## config.mk

```make
export PLATFORM = sky130hd
export DESIGN_NAME = sum_pipe
export DESIGN_NICKNAME = d
export VERILOG_FILES = /design/src/rtl/sum_pkg.sv /design/src/rtl/sum_pipe_lane.sv /design/src/rtl/sum_pipe.sv
export SDC_FILE = /design/constraint.sdc
export NUM_CORES = 1
export LEC_CHECK = 0
export CAP_MARGIN = 20
export CORE_AREA = 2 2 121 123
export DETAILED_ROUTE_END_ITERATION = 6
export DIE_AREA = 0 0 123 125
export PLACE_DENSITY = 0.78
export SLEW_MARGIN = 20
export SYNTH_ARGS = -nofsm -noshare
export SYNTH_HDL_FRONTEND = slang
export SYNTH_SLANG_ARGS = --single-unit
```

## constraint.sdc

```tcl
create_clock -name clk -period 4.02 [get_ports clk]
set_input_delay 0.804 -clock clk [delete_from_list [all_inputs] [get_ports clk]]
set_output_delay 0.804 -clock clk [all_outputs]
set_load 0.1 [all_outputs]
```

## src/rtl/sum_pkg.sv

```systemverilog
// ============================================================================
// Module  : sum_pkg
// Brief   : Shared opcode type and default widths for the sum_pipe datapath.
// Revision: 1.0
// ============================================================================
`default_nettype none

package sum_pkg;

    typedef enum logic {
        OP_ADD = 1'b0,
        OP_SUB = 1'b1
    } op_e;

    localparam int SUM_BUS_WIDTH_DEF  = 32;
    localparam int SUM_LANE_WIDTH_DEF = 8;

endpackage

`default_nettype wire

```

## src/rtl/sum_pipe_lane.sv

```systemverilog
// ============================================================================
// Module  : sum_pipe_lane
// Brief   : One pipeline stage: LANE_WIDTH-bit add with registered sum,
//           carry-out and valid, all advancing only when en is high.
// Revision: 1.0
// ============================================================================
`default_nettype none

module sum_pipe_lane
    import sum_pkg::*;
#(
    parameter int LANE_WIDTH = SUM_LANE_WIDTH_DEF
) (
    input  logic                  clk,
    input  logic                  arst,
    input  logic                  en,
    input  logic [LANE_WIDTH-1:0] a,
    input  logic [LANE_WIDTH-1:0] b,
    input  logic                  cin,
    input  logic                  valid_in,
    output logic [LANE_WIDTH-1:0] sum,
    output logic                  cout,
    output logic                  valid
);

    logic [LANE_WIDTH:0]   w_total;
    logic [LANE_WIDTH-1:0] r_sum;
    logic                  r_cout;
    logic                  r_valid;

    assign w_total = {1'b0, a} + {1'b0, b} + {{LANE_WIDTH{1'b0}}, cin};

    always_ff @(posedge clk) begin
        if (arst) begin
            r_sum   <= '0;
            r_cout  <= 1'b0;
            r_valid <= 1'b0;
        end else if (en) begin
            r_sum   <= w_total[LANE_WIDTH-1:0];
            r_cout  <= w_total[LANE_WIDTH];
            r_valid <= valid_in;
        end
    end

    assign sum   = r_sum;
    assign cout  = r_cout;
    assign valid = r_valid;

endmodule

`default_nettype wire

```

## src/rtl/sum_pipe.sv

```systemverilog
// ============================================================================
// Module  : sum_pipe
// Brief   : Lane-pipelined adder/subtractor with valid/ready backpressure.
//           Optional signed-overflow output under macro SUM_PIPE_OVF_EN.
// Revision: 1.0
// ============================================================================
`default_nettype none

module sum_pipe
    import sum_pkg::*;
#(
    parameter int BUS_WIDTH  = SUM_BUS_WIDTH_DEF,
    parameter int LANE_WIDTH = SUM_LANE_WIDTH_DEF
) (
    input  logic                 clk,
    input  logic                 arst,
    input  logic [BUS_WIDTH-1:0] sum_in1,
    input  logic [BUS_WIDTH-1:0] sum_in2,
    input  logic                 sum_in_carry,
    input  logic                 sum_in_op,
    input  logic                 sum_in_en,
    output logic                 sum_in_ready,
    output logic [BUS_WIDTH-1:0] sum_out,
    output logic                 sum_out_carry,
`ifdef SUM_PIPE_OVF_EN
    output logic                 sum_out_ovf,
`endif
    output logic                 sum_out_en,
    input  logic                 sum_out_ready
);

    localparam int STAGES = BUS_WIDTH / LANE_WIDTH;

    if ((BUS_WIDTH % LANE_WIDTH) != 0) begin : g_bad_lane_width
        $error("sum_pipe: LANE_WIDTH must divide BUS_WIDTH");
    end

    logic                  w_adv;
    logic                  w_sub;
    logic [BUS_WIDTH-1:0]  w_b_eff;
    logic                  w_cin_eff;
    logic [LANE_WIDTH-1:0] w_lane_a    [STAGES];
    logic [LANE_WIDTH-1:0] w_lane_b    [STAGES];
    logic [LANE_WIDTH-1:0] w_lane_sum  [STAGES];
    logic                  w_lane_cin  [STAGES];
    logic                  w_lane_cout [STAGES];
    logic                  w_lane_vin  [STAGES];
    logic                  w_lane_vout [STAGES];

    assign w_adv        = !sum_out_en || sum_out_ready;
    assign sum_in_ready = w_adv;

    // Subtraction becomes A + ~B + !cin here so no later stage needs the op.
    assign w_sub     = (op_e'(sum_in_op) == OP_SUB);
    assign w_b_eff   = w_sub ? ~sum_in2 : sum_in2;
    assign w_cin_eff = w_sub ? ~sum_in_carry : sum_in_carry;

    assign w_lane_a[0]   = sum_in1[LANE_WIDTH-1:0];
    assign w_lane_b[0]   = w_b_eff[LANE_WIDTH-1:0];
    assign w_lane_cin[0] = w_cin_eff;
    assign w_lane_vin[0] = sum_in_en;

    // Operand skew: each register holds the lanes not yet consumed, lowest
    // pending lane in the LSBs, shrinking by one lane per stage.
    for (genvar s = 0; s < STAGES - 1; s++) begin : g_skew
        localparam int W = BUS_WIDTH - (s + 1) * LANE_WIDTH;
        logic [W-1:0] r_a;
        logic [W-1:0] r_b;

        if (s == 0) begin : g_src_in
            always_ff @(posedge clk) begin
                if (w_adv) begin
                    r_a <= sum_in1[BUS_WIDTH-1:LANE_WIDTH];
                    r_b <= w_b_eff[BUS_WIDTH-1:LANE_WIDTH];
                end
            end
        end else begin : g_src_skew
            always_ff @(posedge clk) begin
                if (w_adv) begin
                    r_a <= g_skew[s-1].r_a[W+LANE_WIDTH-1:LANE_WIDTH];
                    r_b <= g_skew[s-1].r_b[W+LANE_WIDTH-1:LANE_WIDTH];
                end
            end
        end

        assign w_lane_a[s+1] = r_a[LANE_WIDTH-1:0];
        assign w_lane_b[s+1] = r_b[LANE_WIDTH-1:0];
    end

    for (genvar s = 0; s < STAGES; s++) begin : g_lane
        if (s > 0) begin : g_chain
            assign w_lane_cin[s] = w_lane_cout[s-1];
            assign w_lane_vin[s] = w_lane_vout[s-1];
        end

        sum_pipe_lane #(
            .LANE_WIDTH (LANE_WIDTH)
        ) u_lane (
            .clk      (clk),
            .arst     (arst),
            .en       (w_adv),
            .a        (w_lane_a[s]),
            .b        (w_lane_b[s]),
            .cin      (w_lane_cin[s]),
            .valid_in (w_lane_vin[s]),
            .sum      (w_lane_sum[s]),
            .cout     (w_lane_cout[s]),
            .valid    (w_lane_vout[s])
        );
    end

    // Result deskew: completed lanes accumulate so they leave with the MSB lane.
    for (genvar s = 1; s < STAGES; s++) begin : g_res
        logic [s*LANE_WIDTH-1:0] r_res;

        if (s == 1) begin : g_first
            always_ff @(posedge clk) begin
                if (arst) begin
                    r_res <= '0;
                end else if (w_adv) begin
                    r_res <= w_lane_sum[0];
                end
            end
        end else begin : g_more
            always_ff @(posedge clk) begin
                if (arst) begin
                    r_res <= '0;
                end else if (w_adv) begin
                    r_res <= {w_lane_sum[s-1], g_res[s-1].r_res};
                end
            end
        end
    end

    if (STAGES == 1) begin : g_out_single
        assign sum_out = w_lane_sum[0];
    end else begin : g_out_multi
        assign sum_out = {w_lane_sum[STAGES-1], g_res[STAGES-1].r_res};
    end

    assign sum_out_carry = w_lane_cout[STAGES-1];
    assign sum_out_en    = w_lane_vout[STAGES-1];

`ifdef SUM_PIPE_OVF_EN
    // Carry into the MSB is a^b^sum at that bit; register a^b alongside the
    // final lane and recombine with its registered sum bit.
    logic r_msb_ab;

    always_ff @(posedge clk) begin
        if (arst) begin
            r_msb_ab <= 1'b0;
        end else if (w_adv) begin
            r_msb_ab <= w_lane_a[STAGES-1][LANE_WIDTH-1] ^ w_lane_b[STAGES-1][LANE_WIDTH-1];
        end
    end

    assign sum_out_ovf = r_msb_ab ^ sum_out[BUS_WIDTH-1] ^ sum_out_carry;
`endif

endmodule

`default_nettype wire

```

==> metrics, run 1 <==
num rows 44; CP Data Required Time 3.22 ns; final-report hold violation count 0; worst r2r src g_skew[0].r_b[0]; Layout fillers 1065; hold depth 0; largest family of logic cells by synthesized area compound AO/OA/AOI/OAI gates; worst ir drop on vdd 0.285 mV; die area 15400 um^2; Chip Width 123 um; Total GRT Usage 19.3%; CTS Hold Buffers Added 0; Core ar. 14200 um^2; Syn Inst Count 640; Final TNS setup 0 ns; final global-route overflow total 0; area of the multi-input gates 2670 um^2; post-layout net count 842; Worst-Margin Slew 0.988 ns; HP Start g_skew[0].r_b[17]; Async SR Flop Fraction 0%; worst-skew pair later-pin latency 0.43 ns; status completed; Synthesis Warnings 0; number of global-route vias before repair 4947; RSZ-0062 raised after global routing false; crit-path cells clkdlybuf4s50_1; initial antenna violation count 0; CTS H-Tree Depth 4; Reg2Reg Depth 6; RePlAce Congestion 0.824; Synth Area in Adders 6.82%; syn avg cell area 11.7 um^2; first-pass detailed-route iteration total 4; CP top delay family buffers and inverters; Worst Path Arrival 1.98 ns; WHS Endpoint g_skew[1].r_b[9]; largest net degree at the start of global routing 119; # DRC 0; first-pass GRT wire length 23.0 mm; Initial Util 52.7%; dpl cells 901; worst min path class flip-flop to flip-flop; CTS tree built; CP Launch Type flip-flop; via count 4937; ys flop type edfxtp_1; clock root buffer clkbuf_16; Pwr Density 527 nW/um^2; max-cap check violation count 0; Setup crit end kind primary output; number of synthesized flops with an enable pin 96; skew final 0.00601 ns; Distinct cells, synth 45; Post-CTS Setup Bufs 0; WP buf/inv 1; via/cell ratio 5.29; Final Cycle Share 69.2%; Period minus WS final 2.78 ns; CTS Sinks 184; synthesis-to-finish area growth 24.2%; Yosys top cell by area edfxtp_1; syn_nets 746; clock buffer depth 2; post-DP HPWL 9.42 mm; Post-Synth Simple-Gate Area 10.6%; Post-DRT Antenna Nets 0; r2r endpoint g_lane[1].u_lane.sum[6]; Synth Area in XOR/XNOR 5.50%; final WL 14.0 mm; antenna cells 0; post-synthesis compound-gate area fraction 11.6%; num ports 105; TritonCTS Buffers 17; Setup-failing EPs final 0; Reg area 4640 um^2; # port buffers 104; mux contribution to synthesized area 1.05%; max-slew violations 0; Initial DRC Count 402; fmax 359 MHz; CP max stage cell clkdlybuf4s50_1; CP max stage delay 1.16 ns; worst setup path category flip-flop to primary output; Synth top area share 38.5%; non-filler cells, final 933; top cells by area, synth edfxtp_1 (39%), dfxtp_1 (24%), nand2_1 (6.3%); register area share after synthesis 62.0%; Worst Path Max Fanout 2; mean routed wirelength per cell 15.0 um; Leak 3.59 nW; area of the mapped netlist 7490 um^2; share of cells above drive strength 1 6.54%; Yosys reg bits 184; clk slew on worst S/H paths 0.06 ns; Max transition margin 33.9%; Die H 125 um; post-CTS sizing 0; Reg2Reg Setup Slack 1.71 ns
## metal layers
| layer | global-route usage (%) | vias to the layer above | routed length, um |
|---|---|---|---|
| li1 | - | 2454 | - |
| met3 | 4.38 | 34 | 621 |
| met5 | 0 | - | 0 |
| met4 | 9.02 | 0 | 346 |
| met1 | 23.5 | 2309 | 5940 |
| met2 | 32.5 | 140 | 7120 |
## layout by cell type, fill, tap and decap left out, types with 9 or more instances in the layout
| master | count |
|---|---|
| clkbuf_16 | 17 |
| a21oi_1 | 84 |
| nand2_1 | 126 |
| edfxtp_1 | 96 |
| xnor2_1 | 10 |
| nor2_1 | 13 |
| xor2_1 | 37 |
| dfxtp_1 | 88 |
| inv_1 | 9 |
| a21o_1 | 13 |
| ha_1 | 28 |
| a211oi_1 | 12 |
| clkdlybuf4s50_1 | 101 |
## cell type report
cell class	instances	area share, %
Timing Repair Buffer	110	11.8
Clock buffer	22	4.78
Clock inverter	10	1.84
Sequential cell	184	49.9
Tap cell	184	2.48
Inverter	10	0.457
Multi-Input combinational cell	413	28.7
## sequential cells by signal, summed over array words and instances (netlist names)
signal	cells
g_lane.u_lane.cout	4
g_lane.u_lane.sum	32
g_lane.u_lane.valid	4
g_res.r_res	48
g_skew.r_a	48
g_skew.r_b	48
## synth_stat cells, types with 4 or more instances
| library cell | n |
|---|---|
| nand2_1 | 126 |
| edfxtp_1 | 96 |
| dfxtp_1 | 88 |
| a21oi_1 | 84 |
| xor2_1 | 37 |
| ha_1 | 28 |
| buf_2 | 16 |
| a21o_1 | 13 |
| clkbuf_1 | 13 |
| nor2_1 | 13 |
| a211oi_1 | 12 |
| xnor2_1 | 10 |
| inv_1 | 9 |
| fa_1 | 8 |
| mux2_2 | 7 |
| nor3b_1 | 7 |
| o21ai_0 | 7 |
| and3_1 | 6 |
| o22ai_1 | 6 |
| nand3b_1 | 5 |
| nor3_1 | 5 |
| buf_1 | 4 |
| nand2b_1 | 4 |
| o21bai_1 | 4 |
| o2bb2ai_1 | 4 |
## stage by stage
stage | hold WS, ns | total power [mW] | worst slack (ns) | instance area, um^2 | utilization [%]
after floorplan | 0.400 | 2.95 | 0.418 | 7490 | -
after global routing | 0.428 | 5.10 | 1.19 | 9300 | 65.5
after CTS | 0.419 | 4.93 | 1.23 | 9300 | 65.5
after global placement | 0.401 | 3.17 | 0.929 | 8680 | 61.1
final | 0.419 | 4.90 | 1.24 | 9300 | 65.5
after detailed placement | 0.405 | 3.21 | 0.826 | 8680 | 61.1
## logic make-up after synthesis
| family | Yosys count |
|---|---|
| AND/OR/NAND/NOR | 179 |
| AO/OA/AOI/OAI | 144 |
| flip-flops | 184 |
| buffers and inverters | 43 |
| XOR/XNOR | 47 |
| adder cells (fa/ha/maj) | 36 |
| multiplexers | 7 |
## where the power goes
part	internal, mW	switching, mW	total, mW
logic	0.343	0.557	0.900
registers	2.18	0.0941	2.28
clock network	1.05	0.674	1.72
total	3.57	1.33	4.90
## worst max path at each step
stage                                    endpoint                    from  slack (ns)  cells after the start
after floorplan                      sum_in_ready  g_lane[3].u_lane.valid        0.42                      4
after global placement    g_lane[0].u_lane.sum[6]              sum_in2[0]        0.93                      9
after detailed placement  g_lane[0].u_lane.sum[6]              sum_in2[0]        0.83                      9
after CTS                           sum_out_carry   g_lane[3].u_lane.cout        1.23                      1
after global routing                  sum_out[22]      g_res[3].r_res[22]        1.19                      1
final                                 sum_out[22]      g_res[3].r_res[22]        1.24                      1
No activity file was read; power rests on OpenSTA's default activity.
==> run 2, diff against run 1 <==
Clock period 4.02 ns to 2.9 ns, I/O delays scaled along.
==> run 2 against run 1 <==
Combinational power up 36%. Cell area down 0.70%. Sequential cell count unchanged. Critical path depth up 8. Cell count up 0.64%. Die area unchanged. Register-to-register slack worse by 1.1 ns. First-iteration DRC count down 0.25%. Critical path type is now input pin to flip-flop.
==> metrics, run 2 (synthesis gave the netlist of run 1 again) <==
CTS tree built (unchanged); Max transition margin 52.0% (was 33.9%); num ports 105 (unchanged); HP Start g_skew[1].r_a[13] (was g_skew[0].r_b[17]); Reg2Reg Depth 6 (unchanged); num rows 44 (unchanged); initial antenna violation count 0 (unchanged); share of cells above drive strength 1 12.5% (was 6.54%); Final Cycle Share 85.6%; most frequent cells in the layout nand2_1 (126), edfxtp_1 (96), dfxtp_1 (88), a21oi_1 (84), clkdlybuf4s50_1 (67) (was nand2_1 (126), clkdlybuf4s50_1 (101), edfxtp_1 (96), dfxtp_1 (88), a21oi_1 (84)); synthesis-to-finish area growth 23.3% (was 24.2%); WL met1 6.05 mm (was 5.94 mm); Post-CTS Setup Bufs 0 (unchanged); r2r endpoint g_lane[1].u_lane.cout (was g_lane[1].u_lane.sum[6]); RSZ-0062 raised after global routing false (unchanged); CTS Sinks 184 (unchanged); CP top delay family adder cells (was buffers and inverters); post-layout net count 848 (was 842); Initial Util 52.7% (unchanged); dpl cells 907 (was 901); CP max stage cell fa_1 (was clkdlybuf4s50_1); commonest non-fill, non-tap cell in the layout nand2_1 (unchanged); CP Data Required Time 3.22 ns (about the same); TritonCTS Buffers 17 (unchanged); crit-path cells clkdlybuf4s50_1, xor2_1, fa_1, inv_1, fa_1, nor2b_4, o2111a_1, or3_1, a32o_1 (was clkdlybuf4s50_1); Reg2Reg Setup Slack 0.64 ns (was 1.71 ns); Final Core Density 65.0% (was 65.5%); Pwr Total 6.57 mW (was 4.90 mW); finished layout cell area 9240 um^2 (was 9300 um^2); Layout fillers 1081 (was 1065); Total GRT Usage 18.6% (was 19.3%); mean routed wirelength per cell 14.5 um (was 15.0 um); post-CTS sizing 0 (unchanged); Worst Path Max Fanout 3 (was 2); met3 routed WL 616 um (was 621 um); area of the multi-input gates 2670 um^2 (unchanged); final WL 13.6 mm (was 14.0 mm); max-cap check violation count 0 (unchanged); via count 4897 (was 4937); WHS Endpoint g_skew[2].r_a[5] (was g_skew[1].r_b[9]); die area 15400 um^2 (unchanged); worst setup path category input pin to flip-flop (was flip-flop to primary output); Reg area 4640 um^2 (unchanged); skew final 0.00868 ns (was 0.00601 ns); Largest regs g_res.r_res (48), g_skew.r_a (48), g_skew.r_b (48) (unchanged); number of global-route vias before repair 4856 (was 4947); Chip Width 123 um (unchanged); CTS Hold Buffers Added 0 (unchanged); Core ar. 14200 um^2 (unchanged); CP Launch Type input pin (was flip-flop); worst-skew pair later-pin latency 0.43 ns (about the same); CTS H-Tree Depth 4 (unchanged); Period minus WS final 2.48 ns; clock buffer depth 2 (unchanged); worst r2r src g_skew[0].r_b[0] (unchanged); antenna cells 0 (unchanged); Initial DRC Count 401 (was 402); Worst-Margin Slew 0.719 ns (was 0.988 ns); clk slew on worst S/H paths 0.07 ns (was 0.06 ns); final-report hold violation count 0 (unchanged); # DRC 0 (unchanged); Setup-failing EPs final 0 (unchanged); WP buf/inv 2 (was 1); Pwr Density 712 nW/um^2 (was 527 nW/um^2); final global-route overflow total 0 (unchanged); routed wl met2 6.58 mm (was 7.12 mm); CP max stage delay 0.42 ns (was 1.16 ns); first-pass detailed-route iteration total 5 (was 4); Die H 125 um (unchanged); status completed (unchanged); crit-path most repeated cell fa_1; fmax 403 MHz; RePlAce Congestion 0.841 (was 0.824); Hold WS 0.415 ns (was 0.419 ns); Leak 3.67 nW (was 3.59 nW); Worst Path Arrival 2.80 ns (was 1.98 ns); hold depth 0 (unchanged); non-filler cells, final 939 (was 933); clock root buffer clkbuf_16 (unchanged); Post-DRT Antenna Nets 0 (unchanged); post-DP HPWL 9.14 mm (was 9.42 mm); largest net degree at the start of global routing 84 (was 119); # port buffers 104 (unchanged); via/cell ratio 5.22 (was 5.29); worst min path class flip-flop to flip-flop (unchanged); top layer in use met4 (unchanged); Setup crit end kind flip-flop (was primary output); worst ir drop on vdd 0.420 mV (was 0.285 mV); max-slew violations 0 (unchanged); first-pass GRT wire length 22.2 mm (was 23.0 mm); Cell Area, Placed 8670 um^2 (was 8680 um^2)
run 2: changes by cell type in the layout (fill, tap and decap cells not counted), sizes merged:
| cell | before | now |
|---|---|---|
| buf | 9 | 49 |
| clkdlybuf4s50 | 101 | 67 |
| inv | 12 | 20 |
| bufinv | 4 | 0 |
| clkbuf | 22 | 18 |
| clkinv | 3 | 2 |
| clkinvlp | 1 | 2 |
run 2: report_power, final:
part	total, mW	internal, mW	leakage, nW	switching [mW]
Combinational	1.22	0.462	1.65	0.760
Sequential	3.15	3.02	1.74	0.131
Clock	2.20	1.16	0.278	1.04
run 2: per-layer routing:
metal / vias up / track usage [%]
met3: 23 / 4.52
met5: - / 0
met4: 0 / 8.56
li1: 2474 / -
met1: 2277 / 23.4
met2: 123 / 30.2
run 2: final cells by class:
cell class | instances | share of cell area [%]
clock buffers | 18 | 4.76
flip-flops and latches | 184 | 50.3
multi-input cells | 413 | 28.9
clock inverters | 14 | 1.37
well taps | 184 | 2.49
repair buffers | 116 | 11.7
inverters | 10 | 0.461
run 2: through the flow:
step | setup WS, ns | setup TNS, ns
CTS | 0.437 | 0
finish | 0.419 | 0
floorplan | 0.0404 | 0
global placement | 0.0548 | 0
global route | 0.329 | 0
detailed placement | -0.0242 | -0.0242
run 2: how the worst max path moves through the flow:
stage                    start                       to  slack [ns]  cells past startpoint
floorplan            sum_in_op  g_lane[0].u_lane.sum[6]        0.04                     10
global placement    sum_in2[0]  g_lane[0].u_lane.sum[6]        0.05                      9
detailed placement  sum_in2[0]  g_lane[0].u_lane.sum[6]       -0.02                      9
CTS                 sum_in2[0]  g_lane[0].u_lane.sum[6]        0.44                      9
global route        sum_in2[0]  g_lane[0].u_lane.sum[6]        0.33                      9
finish              sum_in2[0]  g_lane[0].u_lane.sum[6]        0.42                      9
==> run 3, diff against run 2 <==
Settings changed: CORE_AREA 2 2 121 123 to 2 2 127 129, DIE_AREA 0 0 123 125 to 0 0 129 131, PLACE_DENSITY 0.78 to 0.75, SETUP_SLACK_MARGIN set to 0.05, SLEW_MARGIN 20 to unset.
Clock period 2.9 ns to 2.2 ns, I/O delays scaled along.
==> run 3 against run 2 <==
Global-route usage is 1.5 points lower. Cell count is 6.0% higher. Die area increased by 9.9%.
==> metrics, run 3 (synthesis gave the netlist of run 1 again) <==
Worst-Margin Slew 0.636 ns (was 0.719 ns); skew final 0.00990 ns (was 0.00868 ns); Pwr Total 8.62 mW (was 6.57 mW); worst ir drop on vdd 0.575 mV (was 0.420 mV); final global-route overflow total 0 (unchanged); clk slew on worst S/H paths 0.07 ns (about the same); Chip Width 129 um (was 123 um); Largest regs g_res.r_res (48), g_skew.r_a (48), g_skew.r_b (48) (unchanged); finished layout cell area 9470 um^2 (was 9240 um^2); TritonCTS Buffers 17 (unchanged); final WL 13.9 mm (was 13.6 mm); clock root buffer clkbuf_16 (unchanged); Setup crit end kind flip-flop (unchanged); Sw Share 28.9% (was 29.4%); Core ar. 15600 um^2 (was 14200 um^2); Die H 131 um (was 125 um); non-filler cells, final 995 (was 939); share of cells above drive strength 1 16.3% (was 12.5%); # port buffers 104 (unchanged); sequential share of power 48.2% (was 48.0%); max-cap check violation count 0 (unchanged); CP Launch Type input pin (unchanged); CP Data Required Time 2.52 ns (was 3.22 ns); Post-DRT Antenna Nets 0 (unchanged); CTS tree built (unchanged); Final WS setup 0.114 ns (was 0.419 ns); RSZ-0062 raised after global routing true (was false); synthesis-to-finish area growth 26.5% (was 23.3%); crit-path most repeated cell fa_2 (was fa_1); Reg area 4640 um^2 (unchanged); Initial Util 48.0% (was 52.7%); Layout fillers 1241 (was 1081); clock buffer depth 2 (unchanged); Pwr Density 910 nW/um^2 (was 712 nW/um^2); crit-path cells dlygate4sd2_1, xor2_2, fa_2, inv_2, fa_2, nor2b_4, o2111a_1, or3_1, a32o_1 (was clkdlybuf4s50_1, xor2_1, fa_1, inv_1, fa_1, nor2b_4, o2111a_1, or3_1, a32o_1); Period minus WS final 2.09 ns; num rows 46 (was 44); CTS Sinks 184 (unchanged); num ports 105 (unchanged); max-slew violations 0 (unchanged); first-pass GRT wire length 22.5 mm (was 22.2 mm); initial antenna violation count 1 (was 0); die area 16900 um^2 (was 15400 um^2); CP max stage delay 0.37 ns (was 0.42 ns); Comb pwr share 19.6% (was 18.6%); worst setup path category input pin to flip-flop (unchanged); CTS H-Tree Depth 4 (unchanged); most frequent cells in the layout nand2_1 (126), edfxtp_1 (96), dfxtp_1 (88), a21oi_1 (84), buf_4 (67) (was nand2_1 (126), edfxtp_1 (96), dfxtp_1 (88), a21oi_1 (84), clkdlybuf4s50_1 (67)); Cell Area, Placed 8870 um^2 (was 8670 um^2); Setup-failing EPs final 0 (unchanged); via/cell ratio 5.01 (was 5.22); Initial DRC Count 397 (was 401); largest net degree at the start of global routing 37 (was 84); status completed (unchanged); Worst Path Arrival 2.41 ns (was 2.80 ns); # DRC 0 (unchanged); Setup WS pre-CTS -0.539 ns (was -0.0242 ns); Switch Pwr 2.49 mW (was 1.93 mW); CP max stage cell fa_2 (was fa_1); RePlAce Congestion 0.815 (was 0.841); fmax 479 MHz; mean routed wirelength per cell 14.0 um (was 14.5 um); number of global-route vias before repair 4741 (was 4856); area of the multi-input gates 2730 um^2 (was 2670 um^2); post-DP HPWL 9.80 mm (was 9.14 mm); Total GRT Usage 17.1% (was 18.6%); CTS Hold Buffers Added 0 (unchanged); Leak 3.77 nW (was 3.67 nW); Max transition margin 57.6% (was 52.0%); via count 4986 (was 4897); dpl cells 961 (was 907); Final TNS setup 0 ns (unchanged); worst min path class flip-flop to flip-flop (unchanged); final-report hold violation count 0 (unchanged); post-layout net count 871 (was 848); commonest non-fill, non-tap cell in the layout nand2_1 (unchanged); internal power 6.13 mW (was 4.64 mW); Worst Path Max Fanout 2 (was 3); worst-skew pair later-pin latency 0.43 ns (about the same); first-pass detailed-route iteration total 5 (unchanged); Final Cycle Share 94.8%; Clk pwr share 32.2% (was 33.4%)
[run 3: final timing paths]
kind / startpoint / slack [ns] / endpoint / cells past startpoint
worst min-delay path: g_skew[1].r_b[10] / 0.41 / g_skew[2].r_b[2] / 0
worst min register to register: g_skew[1].r_b[10] / 0.41 / g_skew[2].r_b[2] / 0
worst max-delay path: sum_in2[0] / 0.11 / g_lane[0].u_lane.sum[6] / 9
worst max register to register: g_skew[2].r_b[0] / 0.14 / g_lane[3].u_lane.sum[6] / 6
[run 3: through the flow]
| step | hold slack [ns] | util [%] |
|---|---|---|
| 2_1_floorplan | 0.400 | - |
| 3_3_place_gp | 0.402 | 56.9 |
| 3_5_place_dp | 0.405 | 56.9 |
| 4_1_cts | 0.418 | 60.5 |
| 5_1_grt | 0.425 | 60.7 |
| 6_report | 0.415 | 60.7 |
[run 3: routing by layer]
layer | up-vias | share of wire, % | global-route usage (%)
li1 | 2513 | - | -
met1 | 2341 | 45 | 21.6
met2 | 115 | 49 | 28.7
met3 | 17 | 4.8 | 4.36
met4 | 0 | 1.5 | 6.20
met5 | - | 0 | 0
[run 3: what timing repair did]
action | CTS | global route
gates resized for setup | 5 | 8
pin swaps | 6 | 7
setup endpoints to repair | 8 | 11
setup buffers | 1 | 0
endpoints found under the hold margin | 0 | 0
[run 3: cell type report]
cell class	count	area share, %
Sequential cell	184	49.0
Multi-Input combinational cell	413	28.8
Clock inverter	13	1.02
Antenna cell	1	0.0264
Clock buffer	19	4.68
Tap cell	216	2.85
Timing Repair Buffer	139	13.1
Inverter	10	0.449
[run 3: power by group through the flow]
stage | sequential [mW] | combinational, mW | clock [mW]
3_5_place_dp | 4.23 | 1.65 | 0
2_1_floorplan | 4.65 | 0.746 | 0
6_report | 4.15 | 1.69 | 2.77
3_3_place_gp | 4.22 | 1.61 | 0
4_1_cts | 4.16 | 1.68 | 2.84
5_1_grt | 4.19 | 1.83 | 2.98
[run 3: worst max-delay path: cells and delay by family]
family | cells | cell delay [ns]
simple gates | 2 | 0.37
buf+inv | 2 | 0.32
xor+xnor | 1 | 0.18
fa+ha+maj | 2 | 0.59
compound gates | 2 | 0.49
